$ cat src/rtl/rtc_bus_pkg.sv
// Shared definitions for the RTC bus sequencers: state encodings, bus polarity,
// default phase timing and the fixed RAM entry order.
package rtc_bus_pkg;

  localparam logic ACT_LO = 1'b0;
  localparam logic INACT_HI = 1'b1;

  localparam int N_REGS = 7;

  localparam int T_SU_DEF  = 2;
  localparam int T_PW_DEF  = 4;
  localparam int T_HD_DEF  = 2;
  localparam int T_GAP_DEF = 2;

  localparam logic [2:0] IDX_CMD  = 3'd0;
  localparam logic [2:0] IDX_SEG  = 3'd1;
  localparam logic [2:0] IDX_MIN  = 3'd2;
  localparam logic [2:0] IDX_HORA = 3'd3;
  localparam logic [2:0] IDX_DIA  = 3'd4;
  localparam logic [2:0] IDX_MES  = 3'd5;
  localparam logic [2:0] IDX_ANIO = 3'd6;

  typedef enum logic [2:0] {
    ST_IDLE = 3'd0,
    ST_SEL  = 3'd1,
    ST_RD_A = 3'd2,
    ST_RD_D = 3'd3,
    ST_CAP  = 3'd4,
    ST_ADDR = 3'd5,
    ST_DATA = 3'd6
  } seq_state_t;

  typedef enum logic [2:0] {
    PH_IDLE = 3'd0,
    PH_SU   = 3'd1,
    PH_PW   = 3'd2,
    PH_HD   = 3'd3,
    PH_GAP  = 3'd4
  } phase_state_t;

  // RAM slot of an entry: sel = 0 is the RTC register address, sel = 1 the data byte.
  function automatic logic [3:0] ram_slot(input logic [2:0] idx, input logic sel);
    return {idx, sel};
  endfunction

endpackage

$ cat src/rtl/rtc_bus_phase.sv
// One setup/pulse/hold cycle on the RTC multiplexed bus, optionally followed by
// a chip-select-high gap. A go pulse always (re)starts a phase on the next cycle.
module rtc_bus_phase
  import rtc_bus_pkg::*;
#(
  parameter int T_SU  = T_SU_DEF,
  parameter int T_PW  = T_PW_DEF,
  parameter int T_HD  = T_HD_DEF,
  parameter int T_GAP = T_GAP_DEF
) (
  input  logic clk,
  input  logic reset,
  input  logic go,
  input  logic a_d_val,
  input  logic with_gap,
  output logic a_d,
  output logic cs_n,
  output logic wr_n,
  output logic oe,
  output logic phase_done
);

  localparam logic [3:0] LD_SU  = 4'(T_SU - 1);
  localparam logic [3:0] LD_PW  = 4'(T_PW - 1);
  localparam logic [3:0] LD_HD  = 4'(T_HD - 1);
  localparam logic [3:0] LD_GAP = 4'(T_GAP - 1);

  phase_state_t ph_r, ph_n;
  logic [3:0]   cnt_r, cnt_n;
  logic         gap_r, gap_n;
  logic         on_bus_s;
  logic         a_d_r, cs_n_r, wr_n_r, oe_r, phase_done_r;

  // Next phase step; a fresh go takes priority over the running phase.
  always_comb begin
    ph_n  = ph_r;
    cnt_n = cnt_r;
    gap_n = gap_r;
    if (go) begin
      ph_n  = PH_SU;
      cnt_n = LD_SU;
      gap_n = with_gap;
    end else begin
      case (ph_r)
        PH_SU: begin
          if (cnt_r == 4'd0) begin
            ph_n  = PH_PW;
            cnt_n = LD_PW;
          end else begin
            cnt_n = cnt_r - 4'd1;
          end
        end
        PH_PW: begin
          if (cnt_r == 4'd0) begin
            ph_n  = PH_HD;
            cnt_n = LD_HD;
          end else begin
            cnt_n = cnt_r - 4'd1;
          end
        end
        PH_HD: begin
          if (cnt_r == 4'd0) begin
            if (gap_r) begin
              ph_n  = PH_GAP;
              cnt_n = LD_GAP;
            end else begin
              ph_n  = PH_IDLE;
              cnt_n = 4'd0;
            end
          end else begin
            cnt_n = cnt_r - 4'd1;
          end
        end
        PH_GAP: begin
          if (cnt_r == 4'd0) begin
            ph_n  = PH_IDLE;
            cnt_n = 4'd0;
          end else begin
            cnt_n = cnt_r - 4'd1;
          end
        end
        default: begin
          ph_n  = PH_IDLE;
          cnt_n = 4'd0;
        end
      endcase
    end
    on_bus_s = (ph_n == PH_SU) || (ph_n == PH_PW) || (ph_n == PH_HD);
  end

  // Phase state plus bus strobes registered from the next phase step.
  always_ff @(posedge clk or negedge reset) begin
    if (!reset) begin
      ph_r         <= PH_IDLE;
      cnt_r        <= 4'd0;
      gap_r        <= 1'b0;
      a_d_r        <= 1'b1;
      cs_n_r       <= INACT_HI;
      wr_n_r       <= INACT_HI;
      oe_r         <= 1'b0;
      phase_done_r <= 1'b0;
    end else begin
      ph_r         <= ph_n;
      cnt_r        <= cnt_n;
      gap_r        <= gap_n;
      a_d_r        <= go ? a_d_val : a_d_r;
      cs_n_r       <= on_bus_s ? ACT_LO : INACT_HI;
      wr_n_r       <= (ph_n == PH_PW) ? ACT_LO : INACT_HI;
      oe_r         <= on_bus_s;
      phase_done_r <= (cnt_n == 4'd0) &&
                      (((ph_n == PH_HD) && !gap_n) || (ph_n == PH_GAP));
    end
  end

  assign a_d        = a_d_r;
  assign cs_n       = cs_n_r;
  assign wr_n       = wr_n_r;
  assign oe         = oe_r;
  assign phase_done = phase_done_r;

endmodule

$ cat src/rtl/rtc_write_sequencer.sv
// Copies the enabled RAM entries (address byte, data byte) into the RTC using
// one address phase and one data phase per entry on the multiplexed bus.
module rtc_write_sequencer
  import rtc_bus_pkg::*;
#(
  parameter int T_SU  = T_SU_DEF,
  parameter int T_PW  = T_PW_DEF,
  parameter int T_HD  = T_HD_DEF,
  parameter int T_GAP = T_GAP_DEF
) (
  input  logic       clk,
  input  logic       reset,
  input  logic       start,
  input  logic [6:0] reg_mask,
  output logic       busy,
  output logic       done,
  output logic [3:0] ram_addr,
  output logic       ram_rd_en,
  input  logic [7:0] ram_rdata,
  output logic       a_d,
  output logic       cs,
  output logic       rd,
  output logic       wr,
  output logic [7:0] bus_dout,
  output logic       bus_oe
);

  seq_state_t state_r, state_n;
  logic [2:0] idx_r, idx_n;
  logic [6:0] mask_r, mask_n;
  logic       last_s;
  logic [7:0] addr_byte_r, data_byte_r;
  logic       busy_r, done_r, ram_rd_en_r;
  logic [3:0] ram_addr_r;
  logic [7:0] bus_dout_r;
  logic       go_s, data_go_s, phase_done_s;

  // Entry walk: masked entries cost a single SEL cycle.
  always_comb begin
    state_n = state_r;
    idx_n   = idx_r;
    mask_n  = mask_r;
    last_s  = (idx_r == IDX_ANIO);
    case (state_r)
      ST_IDLE: begin
        if (start) begin
          state_n = ST_SEL;
          idx_n   = IDX_CMD;
          mask_n  = reg_mask;
        end else begin
          state_n = ST_IDLE;
        end
      end
      ST_SEL: begin
        if (mask_r[idx_r]) begin
          state_n = ST_RD_A;
        end else if (last_s) begin
          state_n = ST_IDLE;
        end else begin
          state_n = ST_SEL;
          idx_n   = idx_r + 3'd1;
        end
      end
      ST_RD_A: state_n = ST_RD_D;
      ST_RD_D: state_n = ST_CAP;
      ST_CAP:  state_n = ST_ADDR;
      ST_ADDR: begin
        if (phase_done_s) begin
          state_n = ST_DATA;
        end else begin
          state_n = ST_ADDR;
        end
      end
      ST_DATA: begin
        if (phase_done_s) begin
          if (last_s) begin
            state_n = ST_IDLE;
          end else begin
            state_n = ST_SEL;
            idx_n   = idx_r + 3'd1;
          end
        end else begin
          state_n = ST_DATA;
        end
      end
      default: state_n = ST_IDLE;
    endcase
  end

  // The data phase is launched on the same edge the address phase ends, so cs stays low.
  assign data_go_s = (state_r == ST_ADDR);
  assign go_s      = (state_r == ST_CAP) || (data_go_s && phase_done_s);

  // Sequencer state, RAM fetch latches and registered outputs.
  always_ff @(posedge clk or negedge reset) begin
    if (!reset) begin
      state_r     <= ST_IDLE;
      idx_r       <= 3'd0;
      mask_r      <= 7'd0;
      addr_byte_r <= 8'h00;
      data_byte_r <= 8'h00;
      busy_r      <= 1'b0;
      done_r      <= 1'b0;
      ram_rd_en_r <= 1'b0;
      ram_addr_r  <= 4'd0;
      bus_dout_r  <= 8'h00;
    end else begin
      state_r     <= state_n;
      idx_r       <= idx_n;
      mask_r      <= mask_n;
      addr_byte_r <= (state_r == ST_RD_D) ? ram_rdata : addr_byte_r;
      data_byte_r <= (state_r == ST_CAP) ? ram_rdata : data_byte_r;
      busy_r      <= (state_n != ST_IDLE);
      done_r      <= (state_r != ST_IDLE) && (state_n == ST_IDLE);
      ram_rd_en_r <= (state_n == ST_RD_A) || (state_n == ST_RD_D);
      case (state_n)
        ST_RD_A: ram_addr_r <= ram_slot(idx_n, 1'b0);
        ST_RD_D: ram_addr_r <= ram_slot(idx_n, 1'b1);
        default: ram_addr_r <= 4'd0;
      endcase
      case (state_n)
        ST_ADDR: bus_dout_r <= addr_byte_r;
        ST_DATA: bus_dout_r <= data_byte_r;
        default: bus_dout_r <= 8'h00;
      endcase
    end
  end

  rtc_bus_phase #(
    .T_SU  (T_SU),
    .T_PW  (T_PW),
    .T_HD  (T_HD),
    .T_GAP (T_GAP)
  ) u_phase (
    .clk        (clk),
    .reset      (reset),
    .go         (go_s),
    .a_d_val    (data_go_s),
    .with_gap   (data_go_s),
    .a_d        (a_d),
    .cs_n       (cs),
    .wr_n       (wr),
    .oe         (bus_oe),
    .phase_done (phase_done_s)
  );

  assign busy      = busy_r;
  assign done      = done_r;
  assign ram_rd_en = ram_rd_en_r;
  assign ram_addr  = ram_addr_r;
  assign bus_dout  = bus_dout_r;
  assign rd        = INACT_HI;

endmodule

$ cat config.mk
export PLATFORM = sky130hd
export DESIGN_NAME = rtc_write_sequencer
export DESIGN_NICKNAME = d
export VERILOG_FILES = /design/src/rtl/rtc_bus_pkg.sv /design/src/rtl/rtc_bus_phase.sv /design/src/rtl/rtc_write_sequencer.sv
export SDC_FILE = /design/constraint.sdc
export NUM_CORES = 1
export LEC_CHECK = 0
export BUFFER_PORTS_ARGS = -buffer_cell sky130_fd_sc_hd__buf_2
export CAP_MARGIN = 20
export CORE_ASPECT_RATIO = 1.2
export CORE_MARGIN = 2
export CORE_UTILIZATION = 45
export DETAILED_ROUTE_END_ITERATION = 12
export GPL_TIMING_DRIVEN = 0
export PLACE_DENSITY = 0.73
export SYNTH_ARGS = -nofsm -noshare
export SYNTH_HDL_FRONTEND = slang
export SYNTH_SLANG_ARGS = --single-unit
$ cat constraint.sdc
create_clock -name clk -period 5 [get_ports clk]
set_clock_uncertainty 0.05 [all_clocks]
set_input_delay 0.5 -clock clk [delete_from_list [all_inputs] [get_ports clk]]
set_output_delay 0.5 -clock clk [all_outputs]
set_load 0.03 [all_outputs]
After elaboration in Yosys (flattened, before gate mapping). Index checks and enable logic that the tools add are counted.

Word-level logic and storage cells: 89. Register bits: 57. Memories: 0. Bits in read-only memories: 0. Memory bits (writable): 0. Bits in latches: 0. Output and inout bits: 20. Bits of input ports: 18.

Equality and inequality tests: 19. Magnitude comparators: 1. Reductions and logical operators: 17. Div/mod/pow operators: 0. Multiply operators: 0. Bitwise logic cells: 0. Shifts and indexed selects: 0. Multiplexer cells: 32. Add/subtract/negate cells: 2.

Operator list (count): $mux W3 (11); $eq A3 B2 Y1 const B (8); $eq A3 B3 Y1 const B (8); $pmux W3 S7 (1); $mux W4 (5); $pmux W4 S4 (1); $pmux W8 S2 (1); $pmux W3 S4 (1); $eq A3 B1 Y1 const B (3); $pmux W3 S3 (1); $logic_not A4 Y1 (2); $pmux W4 S2 (1); $mux W1 (7); $logic_not A3 Y1 (2); $reduce_bool A3 Y1 (2); $logic_or A1 B1 Y1 (5); $logic_and A1 B1 Y1 (4); $lt A3 B4 Y1 const B (1); $mux W2 (2); $sub A4 B1 Y4 const B (1); $add A3 B1 Y3 const B (1); $bmux W1 S3 (1); $reduce_and A2 Y1 (1); $logic_not A1 Y1 (1).

Depth between registers and ports, before layout. Gate-level depths: netlist of the first run.

Depth after elaboration: 8. Depth in mapped cells: 8. Mapped depth without buffers: 7.

Modules after synthesis. From an unflattened synthesis of the first run, not the netlist that was laid out.

Cells, all modules: 260. Area, all modules: 2892.8 um2.

By module, submodules not included: rtc_write_sequencer (cells an instance 195, seq. area each 1101.1 um2, instances 1, area an instance 2180.8 um2); rtc_bus_phase (cells an instance 65, seq. area each 329.1 um2, instances 1, area an instance 711.9 um2).

Least setup slack after synthesis of the first run. OpenSTA, ideal clock, no wires.

Kind: reg2reg. Start point: register idx_r[1]. End point: register busy_r (netlist: busy). Clock period less this slack: 2.232 ns. Slack: 2.768 ns. Data arrival time: 2.050 ns. Buffers on the path: 1. Stages on the path, launching flop included: 7. Required time: 4.819 ns. Library setup time: 0.131 ns. Path through: dfrtp_1 -> mux2_2 -> mux4_2 -> nor2b_4 -> or2_0 -> buf_2 -> or3_1.

Longest elaborated chain between the ends: 5. Elaborated cells on any way between the ends: 8. Classes of those cells: eq/ne: 1; mux: 6; reduce/logical: 1.

RTL lines: from (decl) (line rtc_write_sequencer.sv:29) `logic [2:0] idx_r, idx_n;`; from (signal assigned) (line rtc_write_sequencer.sv:109) `idx_r <= idx_n;`; $bmux W1 S3 or $eq A3 B3 Y1 (tied branches) (line rtc_write_sequencer.sv:55, rtc_write_sequencer.sv:43); $mux W1 (on tied branches) (line rtc_write_sequencer.sv:55, rtc_write_sequencer.sv:57, rtc_write_sequencer.sv:76); $mux W2 or $mux W3 (tied branches) (line rtc_write_sequencer.sv:55, rtc_write_sequencer.sv:75); $pmux W3 S7 (*) (line rtc_write_sequencer.sv:44) `case (state_r)`; $reduce_bool A3 Y1 (*) (line rtc_write_sequencer.sv:113) `busy_r <= (state_n != ST_IDLE);`; to (signal assigned) (line rtc_write_sequencer.sv:113); to (decl) (line rtc_write_sequencer.sv:33) `logic busy_r, done_r, ram_rd_en_r;`.

Mark *: on every way between the ends. The rest lies on a longest branch, timed or not. The select of a mux whose other input is x is not followed. A chain may end at the register's enable or synchronous reset.

Final worst setup path of the first run. Same ends and word-level chain as after synthesis.

==> impl_metrics.env, run 1 <==
export IMPL_status="complete, no violations"
export IMPL_hold_worst_slack_ns=0.0901
export IMPL_cts_num_sinks=57
export IMPL_area_growth_pct=17.4
export IMPL_die_x_um=76.3
export IMPL_gr_total_overflow=0
export IMPL_fin_nets=341
export IMPL_synth_main_ff_cell="dfrtp_1"
export IMPL_place_congestion=0.823
export IMPL_fin_area_sq_um=3310
export IMPL_ys_ff_latch=57
export IMPL_timing_rr_start="idx_r[1]"
export IMPL_die_area_sq_um=6920
export IMPL_place_area_sq_um=3130
export IMPL_synth_area_leaders="dfrtp_1 (48%), mux2_2 (10%), a21oi_1 (5.3%)"
export IMPL_hold_path_class="input port to asynchronous set/reset pin"
export IMPL_tightest_slew_ns=0.865
export IMPL_period_minus_slack_ns=2.42
export IMPL_worstSetupPathType="register to register"
export IMPL_synth_area_sq_um=2820
export IMPL_grt_max_degree=35
export IMPL_n_antenna_cell=0
export IMPL_final_cells=406
export IMPL_insertion_delay_ns=0.34
export IMPL_peakVddDrop_v=0.000338
export IMPL_crit_required_ns=5.16
export IMPL_clockBufferDepth=2
export IMPL_max_freq_mhz=413
export IMPL_synth_enable_flop_cells=0
export IMPL_crit_fanout=8
export IMPL_grt_antenna_before_repair=0
export IMPL_initial_core_util_pct=46.7
export IMPL_synthArstFlopShare_pct=100
export IMPL_place_ws_ns=2.59
export IMPL_routed_via_count=2151
export IMPL_finalWorstSetupSlack_ns=2.58
export IMPL_synth_top_area_share_pct=47.9
export IMPL_rows=31
export IMPL_port_buffers=36
export IMPL_dp_final_hpwl_um=3960
export IMPL_cts_tree="yes"
export IMPL_r2r_cells=6
export IMPL_clkSlewWorstSetupHoldPaths_ns=0.06
export IMPL_routed_wl_um=5570
export IMPL_grt_total_usage_pct=18.1
export IMPL_seqCellArea_sq_um=1430
export IMPL_drt_first_iter_violations=163
export IMPL_multi_input_area_sq_um=1300
export IMPL_tns_ns=0
export IMPL_critPathCaptureType="register"
export IMPL_setup_violations=0
export IMPL_wl_per_cell_um=13.7
export IMPL_fin_util_pct=54.8
export IMPL_yosysSeqAreaShare_pct=50.7
export IMPL_fill_cells=554
export IMPL_powerDensity_nw_per_um2=701
export IMPL_startpoint="idx_r[1]"
export IMPL_cts_setup_buffers=0
export IMPL_yosys_warnings=0
export IMPL_clock_root_buffer="clkbuf_8"
export IMPL_first_global_vias=2207
export IMPL_avgSynthCellArea_sq_um=10.4
export IMPL_io_pins=38
export IMPL_synth_fp_nets=293
export IMPL_ff2ff_setup_slack_ns=2.58
export IMPL_reg2reg_to="busy"
export IMPL_numCtsBuffers=9
export IMPL_hold_viol=0
export IMPL_htree_levels=3
export IMPL_final_period_utilization_pct=48.5
export IMPL_ys_types=55
export IMPL_synth_largest_area_cell="dfrtp_1"
export IMPL_start_kind="register"
export IMPL_timing_critical_path_to="busy"
export IMPL_dpl_cell_count=390
export IMPL_grt_pass1_wl_um=9940
export IMPL_maxCapViolations=0
export IMPL_syn_inst=271
export IMPL_core_sq_um=6050
export IMPL_p_leak_nw=1.51
export IMPL_drc=0
export IMPL_firstDrtPassIters=4
export IMPL_die_h_um=90.8
export IMPL_worst_ep_arrival_time_ns=2.59
export IMPL_postCtsHoldBufs=0
export IMPL_cts_resized_gates=0
export IMPL_rsz0062_at_grt="no"
export IMPL_relSlewSlack_pct=42.1
export IMPL_via_per_inst=5.30
export IMPL_ant_nets=0
export IMPL_drive_above_1_share_pct=27.8
export IMPL_finalPower_mw=2.32
export IMPL_slew_viol_final=0
-- cell usage in the layout, fill, tap and decap left out, types with 3 or more instances in the layout --
| cell | synthesis | layout |
|---|---|---|
| nand2_1 | 16 | 16 |
| mux2_2 | 26 | 26 |
| nand3_1 | 10 | 10 |
| clkbuf_8 | 0 | 10 |
| inv_1 | 8 | 8 |
| nor2b_1 | 12 | 12 |
| clkbuf_1 | 11 | 14 |
| dfrtp_1 | 54 | 54 |
| buf_2 | 1 | 37 |
| dfstp_2 | 3 | 3 |
| o21ai_0 | 8 | 8 |
| or2_2 | 3 | 3 |
| nand2b_1 | 7 | 7 |
| or3_1 | 4 | 4 |
| nor2_1 | 17 | 17 |
| a21oi_1 | 30 | 30 |
| xnor2_1 | 3 | 3 |
| ha_1 | 4 | 4 |
| nor3_1 | 7 | 7 |
-- per-layer routing --
layer	up-vias	routed length, um	global-route usage, %
met5	-	0	0
met4	0	172	11.8
met3	14	177	2.70
met2	59	2730	29.5
met1	1022	2490	22.5
li1	1056	-	-
-- where the power goes --
group	internal, mW	switching, mW
Combinational	0.476	0.642
Sequential	0.674	0.117
Clock	0.242	0.171
-- layout make-up --
class,instances,area share [%]
Buffer,15,1.85
Tap cell,82,3.10
Multi-Input combinational cell,191,39.3
Clock inverter,3,1.21
Sequential cell,57,43.1
Clock buffer,13,4.49
Inverter,8,0.906
Timing Repair Buffer,37,6.04
-- sequential cells by signal (all words and copies together), names as in the netlist --
register,cells
ram_rd_en,1
data_byte_r,8
u_phase.wr_n,1
addr_byte_r,8
u_phase.gap_r,1
idx_r,3
u_phase.cnt_r,4
u_phase.a_d,1
u_phase.cs_n,1
ram_addr,4
u_phase.phase_done,1
state_r,3
bus_dout,8
busy,1
u_phase.ph_r,3
u_phase.oe,1
done,1
mask_r,7
-- worst max-delay path: stages, from the launching register on --
cell,delay (ns)
dfrtp_1,0.51
mux2_2,0.42
mux4_2,0.48
nor2b_4,0.15
or2_0,0.21
buf_2,0.15
or3_1,0.33
-- how the worst min path moves through the flow --
| stage | cells past startpoint | start | end | slack [ns] |
|---|---|---|---|---|
| final | 1 | reset | mask_r[6] | 0.09 |
| after floorplan | 0 | reset | addr_byte_r[0] | 0.15 |
| after CTS | 1 | reset | mask_r[6] | 0.10 |
| after global routing | 1 | reset | mask_r[6] | 0.13 |
| after global placement | 1 | mask_r[3] | mask_r[3] | 0.44 |
| after detailed placement | 1 | addr_byte_r[5] | addr_byte_r[5] | 0.44 |
-- Yosys cell counts (3+ instances only) --
master,n
a21oi_1,30
clkbuf_1,11
dfrtp_1,54
dfstp_2,3
ha_1,4
inv_1,8
mux2_2,26
nand2_1,16
nand2b_1,7
nand3_1,10
nor2_1,17
nor2b_1,12
nor3_1,7
o21ai_0,8
or2_2,3
or3_1,4
xnor2_1,3
-- kinds of logic after synthesis --
kind of cell,Yosys count,share of synthesized area (%)
XOR/XNOR,5,1.55
flip-flops,57,50.7
other,1,0.133
AND/OR/NAND/NOR,95,18.7
buffers and inverters,23,3.24
adder cells (fa/ha/maj),4,1.77
multiplexers,29,11.9
AO/OA/AOI/OAI,57,12.1
Note: power is estimated with default switching activity, not from simulation.
==> inputs of run 2 (changes only) <==
--- a/config.mk
+++ b/config.mk
@@ -5,6 +5,7 @@
 export SDC_FILE = /design/constraint.sdc
 export NUM_CORES = 1
 export LEC_CHECK = 0
+export ABC_AREA = 1
 export BUFFER_PORTS_ARGS = -buffer_cell sky130_fd_sc_hd__buf_2
 export CAP_MARGIN = 20
 export CORE_ASPECT_RATIO = 1.2
@@ -12,7 +13,7 @@
 export CORE_UTILIZATION = 45
 export DETAILED_ROUTE_END_ITERATION = 12
 export GPL_TIMING_DRIVEN = 0
-export PLACE_DENSITY = 0.73
+export PLACE_DENSITY = 0.76
 export SYNTH_ARGS = -nofsm -noshare
 export SYNTH_HDL_FRONTEND = slang
 export SYNTH_SLANG_ARGS = --single-unit
==> constraint.sdc (replaced) <==
create_clock -name clk -period 2.1 [get_ports clk]
set_clock_uncertainty 0.05 [all_clocks]
set_input_delay 0.21 -clock clk [delete_from_list [all_inputs] [get_ports clk]]
set_output_delay 0.21 -clock clk [all_outputs]
set_load 0.03 [all_outputs]
==> impl_metrics.env, run 2 <==
export IMPL_cts_setup_buffers=0
export IMPL_port_buffers=36
export IMPL_drc=0
export IMPL_yosys_warnings=0
export IMPL_ys_ff_latch=57
export IMPL_crit_chain="buf_4, inv_2, nor2_8, buf_6, a21oi_1, o21ai_0"
export IMPL_cts_tree="yes"
export IMPL_rows=30
export IMPL_fin_util_pct=55.0
export IMPL_routed_wl_um=5260
export IMPL_place_congestion=0.848
export IMPL_numCtsBuffers=9
export IMPL_place_area_sq_um=2960
export IMPL_netlist_top_cells_count="nand2_1 (104), dfrtp_1 (54), inv_1 (40), o21ai_0 (26), nand3_1 (21)"
export IMPL_cts_resized_gates=0
export IMPL_crit_fanout=10
export IMPL_drive_above_1_share_pct=22.4
export IMPL_synth_fp_nets=339
export IMPL_synth_largest_area_cell="dfrtp_1"
export IMPL_grt_antenna_before_repair=0
export IMPL_via_per_inst=4.81
export IMPL_n_antenna_cell=0
export IMPL_fin_nets=388
export IMPL_critPathCaptureType="register"
export IMPL_synth_area_leaders="dfrtp_1 (51%), nand2_1 (15%), inv_1 (5.6%)"
export IMPL_synth_enable_flop_cells=0
export IMPL_hold_path_class="input port to register"
export IMPL_critPathSlowestCell="a21oi_1"
export IMPL_seqCellArea_sq_um=1430
export IMPL_p_sw_mw=2.23
export IMPL_hold_worst_slack_ns=0.0369
export IMPL_initial_core_util_pct=46.7
export IMPL_multi_input_area_sq_um=1010
export IMPL_switching_share_pct=44.3
export IMPL_period_minus_slack_ns=1.80
export IMPL_crit_required_ns=2.22
export IMPL_final_common_cell="nand2_1"
export IMPL_die_x_um=74.2
export IMPL_synth_top_area_share_pct=50.7
export IMPL_clock_root_buffer="clkbuf_8"
export IMPL_insertion_delay_ns=0.33
export IMPL_area_growth_pct=17.9
export IMPL_cpPeakStageDelay_ns=0.53
export IMPL_die_h_um=88.3
export IMPL_wl_per_cell_um=11.7
export IMPL_gr_total_overflow=0
export IMPL_first_global_vias=2172
export IMPL_rsz0062_at_grt="no"
export IMPL_tightest_slew_ns=0.672
export IMPL_grt_max_degree=31
export IMPL_cts_num_sinks=57
export IMPL_slew_viol_final=0
export IMPL_worstSetupPathType="register to register"
export IMPL_avgSynthCellArea_sq_um=8.40
export IMPL_clkSlewWorstSetupHoldPaths_ns=0.06
export IMPL_comb_power_share_pct=46.7
export IMPL_status="complete, no violations"
export IMPL_p_clk_share_pct=17.1
export IMPL_dp_final_hpwl_um=3750
export IMPL_relSlewSlack_pct=55.2
export IMPL_layout_common_cells="nand2_1 (104), dfrtp_1 (54), inv_1 (40), buf_2 (38), o21ai_0 (26)"
export IMPL_powerDensity_nw_per_um2=1610
export IMPL_ys_types=35
export IMPL_ant_nets=0
export IMPL_hold_viol=0
export IMPL_clockBufferDepth=2
export IMPL_worst_ep_arrival_time_ns=1.92
export IMPL_final_period_utilization_pct=85.9
export IMPL_tns_ns=0
export IMPL_synth_most_common_cell="nand2_1"
export IMPL_drt_first_iter_violations=167
export IMPL_firstDrtPassIters=4
export IMPL_power_frac_seq_pct=36.2
export IMPL_htree_levels=3
export IMPL_routed_via_count=2168
export IMPL_p_leak_nw=1.72
export IMPL_setup_violations=0
export IMPL_grt_pass1_wl_um=9160
export IMPL_grt_total_usage_pct=18.5
export IMPL_peakVddDrop_v=0.000848
export IMPL_die_area_sq_um=6550
export IMPL_yosysSeqAreaShare_pct=53.7
export IMPL_synth_main_ff_cell="dfrtp_1"
export IMPL_intPower_mw=2.81
export IMPL_max_freq_mhz=554
export IMPL_synthArstFlopShare_pct=100
export IMPL_io_pins=38
export IMPL_fill_cells=545
export IMPL_synth_area_sq_um=2660
export IMPL_core_sq_um=5710
export IMPL_fin_area_sq_um=3140
export IMPL_syn_inst=317
export IMPL_start_kind="register"
export IMPL_maxCapViolations=0
[run 2: layer usage]
metal | vias to the layer above | global-route usage (%) | share of wire [%]
li1 | 1082 | - | -
met4 | 0 | 7.95 | 1.9
met5 | - | 0 | 0
met3 | 10 | 4.10 | 4.1
met1 | 1028 | 21.2 | 44
met2 | 48 | 33.0 | 50
[run 2: path summary, 6_finish.rpt]
check                                     from              to  slack, ns  cells past startpoint
worst min register to register  data_byte_r[2]  data_byte_r[2]       0.42                      2
worst max-delay path                state_r[2]     bus_dout[4]       0.30                      6
min in group asynchronous                reset     bus_dout[1]       0.40                      2
worst max register to register      state_r[2]     bus_dout[4]       0.30                      6
worst min-delay path               reg_mask[1]       mask_r[1]       0.04                      3
max in group asynchronous                reset     u_phase.a_d       0.94                      3
[run 2: layout make-up]
cell class              count  area share (%)
flip-flops and latches     57            45.5
multi-input cells         205            32.1
repair buffers             38            6.69
inverters                  50            6.02
clock buffers              13            4.74
well taps                  80            3.19
plain buffers               5            1.16
clock inverters             3           0.558
[run 2: worst max-delay path: cells and delay by family (launching register included)]
family	cells	cell delay, ns
compound gates	2	0.75
simple gates	1	0.06
buf+inv	3	0.42
flops	1	0.36
[run 2: cell families (layout without fill, tap and decap cells)]
logic type | after synthesis | count (layout) | share of synthesized area, %
adders and majority gates | 4 | 4 | 1.88
other | 1 | 1 | 0.141
AOI/OAI and AO/OA | 36 | 36 | 7.19
buffers and inverters | 55 | 109 | 8.45
and+or+nand+nor | 162 | 162 | 27.9
xor gates and xnor gates | 1 | 1 | 0.329
DFF | 57 | 57 | 53.7
muxes | 1 | 1 | 0.376
[run 2: power by group through the flow]
stage	clock (mW)	combinational, mW	sequential (mW)
global placement	0	2.27	1.83
global route	0.949	2.67	1.88
finish	0.863	2.36	1.83
detailed placement	0	2.36	1.84
CTS	0.891	2.37	1.82
floorplan	0	1.52	2.09
[run 2: per-stage QoR]
stage / setup slack [ns] / power [mW] / cells
final: 0.296 / 5.05 / 451
after floorplan: 0.602 / 3.61 / 317
after global routing: 0.168 / 5.50 / 451
after CTS: 0.323 / 5.08 / 451
after global placement: 0.402 / 4.10 / 433
after detailed placement: 0.338 / 4.19 / 434
[run 2: timing repair]
action,in CTS,in global routing
endpoints found under the hold margin,27,0
hold buffers,1,0
endpoints found under the setup margin,0,0
